**src/rtl/prog_loader_pkg.sv**
```systemverilog
// Shared definitions for the program loader: loader FSM states, frame sync marker
// and the instruction-memory / program-counter geometry the loader writes into.
package prog_loader_pkg;

    localparam int IMEM_ADDR_W = 13;
    localparam int IMEM_DATA_W = 14;
    localparam int PC_W        = IMEM_ADDR_W;

    localparam logic [7:0] SYNC_BYTE_DEFAULT = 8'hA5;

    typedef enum logic [3:0] {
        IDLE,
        CNT_HI,
        CNT_LO,
        DATA_HI,
        DATA_LO,
        WRITE,
        CHECK,
        DONE,
        ERR
    } loader_state_t;

    // Word count carried by the frame header: low five bits of CNT_HI over CNT_LO.
    function automatic logic [12:0] frame_count(input logic [4:0] cnt_hi, input logic [7:0] cnt_lo);
        return {cnt_hi, cnt_lo};
    endfunction

endpackage

```
**src/rtl/prog_loader.sv**
```systemverilog
// Byte-stream program loader: parses a framed image, writes 14-bit words to
// instruction memory from address 0, holds the core while loading and checks the sum.
module prog_loader
    import prog_loader_pkg::*;
#(
    parameter int         ADDR_W    = IMEM_ADDR_W,
    parameter int         DATA_W    = IMEM_DATA_W,
    parameter logic [7:0] SYNC_BYTE = SYNC_BYTE_DEFAULT
) (
    input  logic              clk,
    input  logic              reset,
    input  logic [7:0]        in_data,
    input  logic              in_valid,
    output logic              in_ready,
    output logic              mem_we,
    output logic [ADDR_W-1:0] mem_addr,
    output logic [DATA_W-1:0] mem_wdata,
    output logic              cpu_hold,
    output logic              done,
    output logic              error
);

    loader_state_t     state_q, state_d;
    logic              started_q;
    logic [5:0]        hi_q, hi_d;
    logic [DATA_W-1:0] word_q, word_d;
    logic [ADDR_W-1:0] addr_q, addr_d;
    logic [ADDR_W-1:0] remain_q, remain_d;
    logic [7:0]        sum_q, sum_d;

    logic              accept;
    logic              is_sync;
    logic [12:0]       count;

    // started_q keeps the interface closed for the first cycle after reset release.
    assign in_ready = started_q && (state_q != WRITE);
    assign accept   = in_valid && in_ready;
    assign is_sync  = (in_data == SYNC_BYTE);
    assign count    = frame_count(hi_q[4:0], in_data);

    always_comb begin
        state_d  = state_q;
        hi_d     = hi_q;
        word_d   = word_q;
        addr_d   = addr_q;
        remain_d = remain_q;
        sum_d    = sum_q;

        case (state_q)
            IDLE, DONE, ERR: begin
                if (accept && is_sync) begin
                    addr_d  = '0;
                    sum_d   = 8'h00;
                    state_d = CNT_HI;
                end
            end
            CNT_HI: begin
                if (accept) begin
                    hi_d    = in_data[5:0];
                    sum_d   = sum_q + in_data;
                    state_d = (in_data[7:5] != 3'b000) ? ERR : CNT_LO;
                end
            end
            CNT_LO: begin
                if (accept) begin
                    sum_d    = sum_q + in_data;
                    remain_d = ADDR_W'(count);
                    state_d  = (count == 13'd0) ? CHECK : DATA_HI;
                end
            end
            DATA_HI: begin
                if (accept) begin
                    hi_d    = in_data[5:0];
                    sum_d   = sum_q + in_data;
                    state_d = (in_data[7:6] != 2'b00) ? ERR : DATA_LO;
                end
            end
            DATA_LO: begin
                if (accept) begin
                    sum_d   = sum_q + in_data;
                    word_d  = DATA_W'({hi_q, in_data});
                    state_d = WRITE;
                end
            end
            WRITE: begin
                addr_d   = addr_q + ADDR_W'(1);
                remain_d = remain_q - ADDR_W'(1);
                state_d  = (remain_q == ADDR_W'(1)) ? CHECK : DATA_HI;
            end
            CHECK: begin
                if (accept) begin
                    state_d = (in_data == sum_q) ? DONE : ERR;
                end
            end
            default: begin
                state_d = IDLE;
            end
        endcase
    end

    always_ff @(posedge clk or posedge reset) begin
        if (reset) begin
            state_q   <= IDLE;
            started_q <= 1'b0;
            hi_q      <= '0;
            word_q    <= '0;
            addr_q    <= '0;
            remain_q  <= '0;
            sum_q     <= 8'h00;
        end else begin
            state_q   <= state_d;
            started_q <= 1'b1;
            hi_q      <= hi_d;
            word_q    <= word_d;
            addr_q    <= addr_d;
            remain_q  <= remain_d;
            sum_q     <= sum_d;
        end
    end

    // Status is decoded from the registered state, so it is glitch-free and mutually exclusive.
    assign mem_we    = (state_q == WRITE);
    assign mem_addr  = addr_q;
    assign mem_wdata = word_q;
    assign done      = (state_q == DONE);
    assign error     = (state_q == ERR);
    assign cpu_hold  = (state_q != IDLE) && (state_q != DONE);

endmodule

```
**config.mk**
```make
export PLATFORM = sky130hd
export DESIGN_NAME = prog_loader
export DESIGN_NICKNAME = d
export VERILOG_FILES = /design/src/rtl/prog_loader_pkg.sv /design/src/rtl/prog_loader.sv
export SDC_FILE = /design/constraint.sdc
export NUM_CORES = 1
export LEC_CHECK = 0
export CELL_PAD_IN_SITES_DETAIL_PLACEMENT = 0
export CELL_PAD_IN_SITES_GLOBAL_PLACEMENT = 1
export CORE_ASPECT_RATIO = 1.4
export CORE_MARGIN = 2
export CORE_UTILIZATION = 46
export CTS_CLUSTER_SIZE = 10
export DETAILED_ROUTE_END_ITERATION = 10
export MAX_ROUTING_LAYER = met4
export PLACE_DENSITY = 0.83
export SYNTH_ARGS = -nofsm -noshare
export SYNTH_HDL_FRONTEND = slang
export SYNTH_SLANG_ARGS = --single-unit
```
**constraint.sdc**
```tcl
create_clock -name clk -period 5.35 [get_ports clk]
set_clock_uncertainty 0.05 [all_clocks]
set_input_delay 1.3375 -clock clk [delete_from_list [all_inputs] [get_ports clk]]
set_output_delay 1.3375 -clock clk [all_outputs]
set_load 0.01 [all_outputs]
```
==> results.tsv <==
stage	metric	value	unit
run_status	status	completed	
pwr	irDropWorstVdd	0.309	mV
sta	fmax	0.253	GHz
clocking	clk_path_buf_depth	2	
synth	yosysUniqueCellTypes	59	
global_route	grt_max_degree	41	
drt	drcViolationCount	0	
worst_hold_path	hold_class	reg2reg	
final_layout	num-nets-final	404	
synth	ys_ff_latch	59	
clocking	cts_buffers	9	
global_route	gr-total-overflow	0	
sta	slew_violations	0	
clocking	path_clk_slew	70	ps
setup_path	worstPathMaxFanout	20	
clocking	cts_max_level	3	
final_layout	drive_gt1_frac	0.132	
final_layout	antennaDiodeCount	0	
synth	synth_area	3300	um2
pwr	leakage	0.00158	uW
synth	synth_cells	342	
global_route	grt_usage	0.240	
sta	min_period_over_period	0.738	
setup_path	startpoint_type	flip-flop	
setup_path	cp.required	3960	ps
final_layout	final_common_cell	dfrtp_1	
floorplan	dieWidth	75.6	um
floorplan	coreArea	6940	um2
floorplan	rows	36	
placement	dp_hpwl	5830	um
drt	drt_iter0_markers	300	
clocking	cts_hold_buf	0	
clocking	cts_root_buf	clkbuf_8	
global_route	antenna_found_initial	0	
sta	worstMarginPinSlew	888	ps
sta	fin_crit	3950	ps
pwr	finalPower	2230	uW
floorplan	die_h	104	um
setup_path	crit_path_end_kind	primary output	
final_layout	final_cell_mix	59 x dfrtp_1, 42 x clkdlybuf4s50_1, 36 x nand2_1, 25 x o21ai_0	
synth	avgSynthCellArea	9.64	um2
drt	viasPerCell	5.93	
sta	grt_setup_unrepaired	false	
clocking	cts_sinks	59	
floorplan	dieArea	7870	um2
sta	setup_violations	0	
final_layout	n_fill_cell	647	
synth	synth_xor_area_frac	0.00797	
final_layout	area_growth	20.8	%
pwr	power.density	560	nW/um2
clocking	post_cts.repair.setup_buffers	0	
setup_path	worst-setup-path-type	reg2out	
drt	wl_per_cell	17.4	um
synth	yosysWarningCount	0	
drt	antenna_left	0	
synth	synth.area.mux_share	0.0717	
sta	setup_tns	0	ps
sta	hold_violations	0	
drt	wl	8400	um
synth	synth-async-reset-ratio	1.00	
clocking	cts_resized	0	
global_route	grt_pass1_wl	14000	um
synth	synth_edf_count	0	
synth	synth_top_family_by_area	simple AND/OR/NAND/NOR gates	
synth	synth_adder_area_share	0.0440	
drt	num_vias	2857	
synth	synth_compound_area_frac	0.185	
synth	ys_seq_area_frac	0.448	
synth	synth-simple-area-share	0.213	
setup_path	crit_arrival	2560	ps
clocking	cts_tree	done	
floorplan	initial_core_util	0.475	
flow_run	max_cap_viol_count	0	
placement	globalplace.congestion	0.822	
floorplan	ios	43	
synth	synth_nets	364	
sta	max-slew-margin-rel	0.402	
drt	first_pass_iters	6	
setup_path	reg2reg_slack	2820	ps
placement	io_buffers	42	
clocking	insertion_delay	340	ps
global_route	grt_pass1_vias	2746	
synth	synth_ff_type	dfrtp_1	
layer usage:
metal  global-route usage  vias up  wire, um
met4                0.107        0       137
met5                    -        -         0
li1                     -     1355         -
met2                0.347       81      4240
met1                0.330     1411      3690
met3               0.0368       10       335
report_power, final:
group / switching, uW / total [uW] / leakage, uW / internal, uW
clock: 192 / 405 / 0.0000950 / 213
combinational: 451 / 944 / 0.000771 / 493
sequential: 237 / 881 / 0.000715 / 644
total: 880 / 2230 / 0.00158 / 1350
critical path, cell delays in order, from the launching register on:
cell and delay [ps]:
dfrtp_1 650, nand4bb_1 200, buf_4 250, clkinv_1 470, clkdlybuf4s50_1 640
layout make-up:
cell class / instances / area (um2) / area share
clock buffers: 9 / 124 / 0.0311
clock inverters: 7 / 68.8 / 0.0173
inverters: 10 / 37.5 / 0.00943
multi-input cells: 258 / 1720 / 0.432
flip-flops and latches: 59 / 1480 / 0.371
well taps: 95 / 119 / 0.0298
repair buffers: 44 / 435 / 0.109
path summary, 6_finish.rpt:
path,cells after the start,from,to
worst min-delay path,1,mem_addr[12],mem_addr[12]
worst min register to register,1,mem_addr[12],mem_addr[12]
worst max-delay path,4,state_q[3],mem_we
max in group asynchronous,3,reset,sum_q[3]
worst max register to register,6,state_q[3],remain_q[12]
min in group asynchronous,2,reset,sum_q[6]
per-stage QoR:
step,hold slack [ps],cells,instance area [um2],setup WS (ps),util
floorplan,403,342,3300,2410,-
global placement,421,466,3790,1680,0.546
detailed placement,435,466,3790,1660,0.546
CTS,446,482,3980,1440,0.574
global route,460,482,3980,1290,0.574
finish,442,482,3980,1400,0.574
cell families after synthesis:
logic type,count (synthesis)
flops,59
buf+inv,25
simple gates,134
compound gates,88
xor+xnor,3
mux,21
fa+ha+maj,11
other cells,1
synth_stat cells, drive strengths merged, types with 2 or more instances:
master,number,share of area
o22ai,4,0.0095
mux2,21,0.072
a31oi,9,0.017
nand2,36,0.041
and2,4,0.0076
a211oi,3,0.0068
ha,10,0.038
nand4b,2,0.0053
a21o,3,0.0068
or4b,2,0.0072
nand3,21,0.033
a32o,2,0.0061
clkbuf,8,0.0091
o221a,2,0.0068
xnor2,3,0.0080
a21oi,17,0.026
o211ai,3,0.0068
o21a,3,0.0068
nor3,13,0.020
and3,2,0.0038
o21ai,27,0.041
nor2,22,0.027
nand4,6,0.011
or4,2,0.0046
buf,7,0.0095
inv,9,0.010
dfrtp,59,0.45
nor4,6,0.011
or3,8,0.018
o311ai,2,0.0053
nand2b,5,0.0095
sequential cells by signal (all words and copies together), names as in the netlist:
signal,cells
mem_wdata,14
mem_addr,13
remain_q,13
sum_q,8
hi_q,6
state_q,4
started_q,1
No activity file was read; power rests on OpenSTA's default activity.
